[src/rtl/processador_sica_if.sv]
// SICA memory bus: word address, read/write data and access strobes between CPU and RAM.
interface processador_sica_if;
    localparam int unsigned W = 32;

    logic [W-1:0] MAR;
    logic [W-1:0] MBR_in;
    logic [W-1:0] MBR_out;
    logic         mem_enable;
    logic         mem_op;

    modport master (output MAR, output MBR_out, output mem_enable, output mem_op, input MBR_in);
    modport slave  (input MAR, input MBR_out, input mem_enable, input mem_op, output MBR_in);
endinterface

[src/rtl/processador_sica.sv]
// SICA: 32-bit multi-cycle load/store CPU (FETCH/DECODE/EXEC/[MEM]/WB) over a MAR/MBR bus,
// with its register file as a child instance so rf.regs stays visible for debug.
module processador_sica_rf #(
    parameter int unsigned NREGS = 16
) (
    input  logic        clock,
    input  logic        reset,
    input  logic        we,
    input  logic [3:0]  waddr,
    input  logic [31:0] wdata,
    input  logic [3:0]  ra,
    input  logic [3:0]  rb,
    output logic [31:0] rdata_a,
    output logic [31:0] rdata_b
);
    logic [31:0] regs [NREGS];

    always_ff @(posedge clock) begin
        if (!reset) begin
            for (int i = 0; i < int'(NREGS); i++) regs[i] <= '0;
        end else if (we && (32'(waddr) < NREGS)) begin
            regs[waddr] <= wdata;
        end
    end

    // Indices beyond NREGS read as zero and are never written.
    assign rdata_a = (32'(ra) < NREGS) ? regs[ra] : '0;
    assign rdata_b = (32'(rb) < NREGS) ? regs[rb] : '0;
endmodule

module processador_sica #(
    parameter int unsigned NREGS = 16
) (
    input  logic                      clock,
    input  logic                      reset,
    processador_sica_if.master        bus,
    input  logic [31:0]               input_data,
    output logic [31:0]               output_data
);
    localparam int unsigned W = 32;

    localparam logic [3:0] OP_LDI = 4'h1, OP_ADD = 4'h2, OP_SUB = 4'h3, OP_LW  = 4'h4;
    localparam logic [3:0] OP_SW  = 4'h5, OP_IN  = 4'h6, OP_OUT = 4'h7, OP_BEQ = 4'h8;
    localparam logic [3:0] OP_BLT = 4'h9, OP_JMP = 4'hA, OP_MOV = 4'hB, OP_AND = 4'hC;
    localparam logic [3:0] OP_OR  = 4'hD, OP_SLT = 4'hE;

    typedef enum logic [2:0] {FETCH, DECODE, EXEC, MEM, WB} state_t;

    state_t       state;
    logic [W-1:0] PC;
    logic [W-1:0] ir;
    logic [W-1:0] mar;
    logic [W-1:0] mbr_out;
    logic [W-1:0] result;
    logic         taken;

    logic [3:0]   op, rd, rs, rt;
    logic [W-1:0] sext_imm, target, rdata_a, rdata_b;
    logic [W-1:0] alu_c, pc_next_c;
    logic         taken_c, rf_we_c;

    assign op       = ir[31:28];
    assign rd       = ir[27:24];
    assign rs       = ir[23:20];
    assign rt       = ir[19:16];
    assign sext_imm = {{16{ir[15]}}, ir[15:0]};
    assign target   = {16'b0, ir[15:0]};

    processador_sica_rf #(.NREGS(NREGS)) rf (
        .clock   (clock),
        .reset   (reset),
        .we      (rf_we_c),
        .waddr   (rd),
        .wdata   ((op == OP_LW) ? bus.MBR_in : result),
        .ra      (rs),
        .rb      (rt),
        .rdata_a (rdata_a),
        .rdata_b (rdata_b)
    );

    // Result and branch decision computed in EXEC, consumed in WB.
    always_comb begin
        alu_c   = '0;
        taken_c = 1'b0;
        case (op)
            OP_LDI: alu_c = sext_imm;
            OP_ADD: alu_c = rdata_a + rdata_b;
            OP_SUB: alu_c = rdata_a - rdata_b;
            OP_IN:  alu_c = input_data;
            OP_OUT: alu_c = rdata_a;
            OP_BEQ: taken_c = (rdata_a == rdata_b);
            OP_BLT: taken_c = ($signed(rdata_a) < $signed(rdata_b));
            OP_JMP: taken_c = 1'b1;
            OP_MOV: alu_c = rdata_a;
            OP_AND: alu_c = rdata_a & rdata_b;
            OP_OR:  alu_c = rdata_a | rdata_b;
            OP_SLT: alu_c = W'($signed(rdata_a) < $signed(rdata_b));
            default: ;
        endcase
    end

    assign pc_next_c = taken ? target : PC + W'(1);

    always_comb begin
        rf_we_c = 1'b0;
        if (reset && state == WB) begin
            case (op)
                OP_LDI, OP_ADD, OP_SUB, OP_LW, OP_IN,
                OP_MOV, OP_AND, OP_OR, OP_SLT: rf_we_c = 1'b1;
                default: rf_we_c = 1'b0;
            endcase
        end
    end

    // Strobes are gated by reset so an aborted instruction can never touch RAM.
    assign bus.mem_enable = reset && (state == FETCH || state == MEM);
    assign bus.mem_op     = reset && (state == MEM) && (op == OP_SW);
    assign bus.MAR        = mar;
    assign bus.MBR_out    = mbr_out;

    always_ff @(posedge clock) begin
        if (!reset) begin
            state       <= FETCH;
            PC          <= '0;
            ir          <= '0;
            mar         <= '0;
            mbr_out     <= '0;
            result      <= '0;
            taken       <= 1'b0;
            output_data <= '0;
        end else begin
            case (state)
                FETCH:  state <= DECODE;
                DECODE: begin
                    ir    <= bus.MBR_in;
                    state <= EXEC;
                end
                EXEC: begin
                    result <= alu_c;
                    taken  <= taken_c;
                    if (op == OP_LW || op == OP_SW) begin
                        mar     <= rdata_a + sext_imm;
                        mbr_out <= rdata_b;
                        state   <= MEM;
                    end else begin
                        state <= WB;
                    end
                end
                MEM: state <= WB;
                WB: begin
                    if (op == OP_OUT) output_data <= result;
                    PC    <= pc_next_c;
                    mar   <= pc_next_c;
                    state <= FETCH;
                end
                default: state <= FETCH;
            endcase
        end
    end
endmodule

[src/flat_wrapper.sv]
// flat-port wrapper written by rule: the top's interface ports become plain ports
module processador_sica_flat 
#(
    parameter int unsigned NREGS = 16
)
  (clock, reset, input_data, output_data, bus_MAR, bus_MBR_out, bus_mem_enable, bus_mem_op, bus_MBR_in);
  processador_sica_if bus_i ();
  input  logic clock;
  input  logic reset;
  input  logic [31:0] input_data;
  output logic [31:0] output_data;
  output wire logic [$bits(bus_i.MAR)-1:0] bus_MAR;
  output wire logic [$bits(bus_i.MBR_out)-1:0] bus_MBR_out;
  output wire logic [$bits(bus_i.mem_enable)-1:0] bus_mem_enable;
  output wire logic [$bits(bus_i.mem_op)-1:0] bus_mem_op;
  input wire logic [$bits(bus_i.MBR_in)-1:0] bus_MBR_in;
  assign bus_MAR = bus_i.MAR;
  assign bus_MBR_out = bus_i.MBR_out;
  assign bus_mem_enable = bus_i.mem_enable;
  assign bus_mem_op = bus_i.mem_op;
  assign bus_i.MBR_in = bus_MBR_in;
  processador_sica #(.NREGS(NREGS)) u_core (.clock(clock), .reset(reset), .bus(bus_i), .input_data(input_data), .output_data(output_data));
endmodule
[config.mk]
export PLATFORM = sky130hd
export DESIGN_NAME = processador_sica_flat
export DESIGN_NICKNAME = d
export VERILOG_FILES = /design/src/rtl/processador_sica_if.sv /design/src/rtl/processador_sica.sv /design/src/flat_wrapper.sv
export SDC_FILE = /design/constraint.sdc
export NUM_CORES = 2
export LEC_CHECK = 0
export CAP_MARGIN = 20
export CELL_PAD_IN_SITES_DETAIL_PLACEMENT = 0
export CELL_PAD_IN_SITES_GLOBAL_PLACEMENT = 1
export CORE_MARGIN = 4
export CORE_UTILIZATION = 51
export CTS_BUF_LIST = sky130_fd_sc_hd__clkbuf_4 sky130_fd_sc_hd__clkbuf_8
export CTS_CLUSTER_DIAMETER = 60
export CTS_CLUSTER_SIZE = 40
export DETAILED_ROUTE_END_ITERATION = 7
export PLACE_DENSITY = 0.81
export SLEW_MARGIN = 20
export SYNTH_ARGS = -nofsm -noshare
export SYNTH_HDL_FRONTEND = slang
export SYNTH_SLANG_ARGS = --single-unit
export TNS_END_PERCENT = 30
[constraint.sdc]
create_clock -name clock -period 6.1 [get_ports clock]
set_clock_uncertainty 0.1 [all_clocks]
set_input_delay 1.22 -clock clock [delete_from_list [all_inputs] [get_ports clock]]
set_output_delay 1.22 -clock clock [all_outputs]
set_load 0.05 [all_outputs]
==> metrics.yaml <==
cp.depth: 15
postRouteAntennaNets: 0
worst_setup_path_start_kind: "register"
max-vdd-ir-drop_mv: 0.259
r2r-end: "u_core.result[23]"
worst_slew_pin_slew_ps: 1190
setup_slack_ps: 375
drt_wl_total_um: 146000
grt_pass1_vias: 30800
clock_latency_ps: 810
critPathSlowestCell: "dfxtp_4"
hold_path.class: "reg2reg"
yosys.area.top_type_share_pct: 37.8
die_h_um: 291
avgViaCountPerCell: 6.68
placed_cell_area_um2: 43800
rows: 103
cp_max_fo: 45
crit_chain: "buf_12, buf_4, mux4_2, mux4_2, inv_1, ha_1, inv_1, a21oi_1, o21bai_1, a2111oi_0, o2111ai_1, a31oi_1, xnor2_1, a221oi_1, o21ai_1"
area_growth_pct: 11.2
slowest_delay_ps: 820
dieArea_um2: 84400
grtUsageTotal_pct: 33.6
synthArstFlopShare_pct: 0
ys_seq_area_share_pct: 47.8
synth_top_area_cell: "edfxtp_1"
max_slew_margin_pct: 18.9
netlist_instances: 3670
worstPathRequired_ps: 6590
path_buf_inv: 4
ios: 164
dominantRegCellSynth: "edfxtp_1"
cts_buffers: 58
r2r_setup_slack_ps: 380
drc: 0
cp_top_family: "compound AO/OA/AOI/OAI gates"
synth_cell_types: 81
dp_hpwl_um: 96000
post-route-period-util_pct: 93.8
antenna_found_initial: 2
power_uw: 11800
drt_iter0_drc: 4692
outcome: "completed"
final_common_cell: "nor2_1"
p_leak_uw: 0.0149
finalHoldViolCount: 0
cts.sinks: 717
ctsHoldBuffers: 0
rsz0062_at_grt: "no"
first_pass_iters: 6
final_cell_mix: "nor2_1 (667), edfxtp_1 (512), nand2_1 (380), mux4_2 (319), a21oi_1 (283)"
syn_nets: 3871
min_from: "u_core.output_data[21]"
fp.dieW_um: 291
fin_setup_tns_ps: 0
post_cts_buffers: 0
synth_seq_cells: 717
clockBufferDepth: 3
ys_top_cells_by_area: "edfxtp_1 (38%), mux4_2 (18%), dfxtp_1 (10%)"
layout-drive-gt1-share_pct: 16.5
fin_crit_ps: 5720
powerDensity_nw_per_um2: 261
critPathKind: "reg2reg"
slew_viol_final: 0
holdPathStages: 2
ys.warnings.count: 0
final_core_util_pct: 57.3
grt_first_pass_wirelength_um: 210000
syn_area_per_cell_um2: 11.1
post_cts_resized: 0
place_congestion: 0.957
tritoncts: "built"
pre_cts_slack_ps: 535
grt_max_degree: 67
critical_path.endpoint_type: "register"
cp.arrival_ps: 6220
setup_viol: 0
synth_edf_count: 512
port_buffers: 163
cts-root-buf: "clkbuf_8"
fin_area_um2: 45300
holdPathEnd: "u_core.output_data[21]"
cts_max_level: 2
nets: 3929
core_um2: 79000
wl_per_cell_um: 30.1
start_util_pct: 51.5
clk_pin_slew_worst_paths_ps: 140
maxCapViolCount: 0
vias: 32200
gr-total-overflow: 0
reg2regPathDepth: 15
synth_area_um2: 40700
timing.fmax_ghz: 0.175
-- worst reg2reg max path, cell delays in order (launching register included) --
cell and delay (ps):
dfxtp_4 820, buf_12 350, buf_4 410, mux4_2 380
mux4_2 540, inv_1 110, ha_1 350, inv_1 120
a21oi_1 230, o21bai_1 120, a2111oi_0 660, o2111ai_1 350
a31oi_1 460, xnor2_1 130, a221oi_1 310, o21ai_1 90
-- through the flow --
step	hold WS (ps)	std cells
5_1_grt	379	4829
3_5_place_dp	346	4718
6_report	357	4830
3_3_place_gp	339	4716
2_1_floorplan	336	3670
4_1_cts	359	4828
-- layout make-up --
cell class / instances / area (um^2)
multi-input cells: 2558 / 19900
diodes: 2 / 5.00
inverters: 111 / 422
flip-flops and latches: 717 / 19500
well taps: 1050 / 1310
clock inverters: 47 / 612
repair buffers: 282 / 2680
fillers: 6592 / 33700
clock buffers: 63 / 855
-- state kept, by name, indices dropped and copies added, names as in the netlist, named ones only --
name,count
u_core.rf.regs,512
u_core.taken,1
u_core.PC,32
u_core.bus.MAR,32
u_core.ir,32
u_core.bus.MBR_out,32
u_core.output_data,32
u_core.state,3
u_core.result,32
-- synthesized netlist by cell type, types with 6 or more instances --
master     count
nand3_1       41
ha_1         132
a21oi_1      283
o21ai_1       37
dfxtp_1      205
edfxtp_1     512
a221oi_1      35
mux2i_1       54
inv_2          9
a31oi_1       25
o21a_1        15
nand2b_1      15
inv_1         99
nor3_1        49
o31ai_1       10
or3_1         17
a211oi_1      18
o21ai_0       90
nand4_1       19
a21o_1        32
and3_1        16
o2111ai_1     18
buf_2         14
xor2_1        23
mux4_2       319
xnor2_1       53
clkbuf_1     228
nand2_1      397
nor2b_1       14
nor4_1        12
o22ai_1        7
o21bai_1      18
and2_1         6
o211ai_1      14
nor2_1       671
buf_1         41
a22oi_1       22
-- worst max-delay path by stage --
| stage | from | to |
|---|---|---|
| floorplan | register | u_core.result[29] |
| global placement | register | u_core.result[23] |
| detailed placement | register | u_core.result[23] |
| CTS | register | u_core.result[23] |
| global route | register | u_core.result[23] |
| finish | register | u_core.result[23] |
-- layer usage --
metal  wire length, um  vias up  share of wire [%]  GRT usage [%]
li1                  -    13700                  -              -
met1             53600    16000                 37           45.0
met2             67700     2180                 47           54.0
met3             17600      399                 12           7.36
met4              6680        0                4.6           13.0
met5                 0        -                  0              0
-- logic make-up (layout without fill, tap and decap cells) --
| kind of cell | Yosys count | after routing | share of synthesized area, % |
|---|---|---|---|
| other cells | 0 | 2 | 0 |
| flops | 717 | 717 | 47.8 |
| compound gates | 680 | 680 | 10.4 |
| xor+xnor | 76 | 76 | 1.64 |
| buf+inv | 395 | 503 | 3.70 |
| mux | 375 | 375 | 19.0 |
| simple gates | 1292 | 1292 | 13.2 |
| fa+ha+maj | 135 | 135 | 4.20 |
-- power by group --
group	internal (uW)	leakage, uW	switching (uW)	total (uW)
Sequential	5360	0.00695	182	5540
Combinational	1150	0.00723	1880	3030
Clock	1200	0.000732	2040	3240
Total	7700	0.0149	4100	11800
Power figures use the tool's default switching activity.
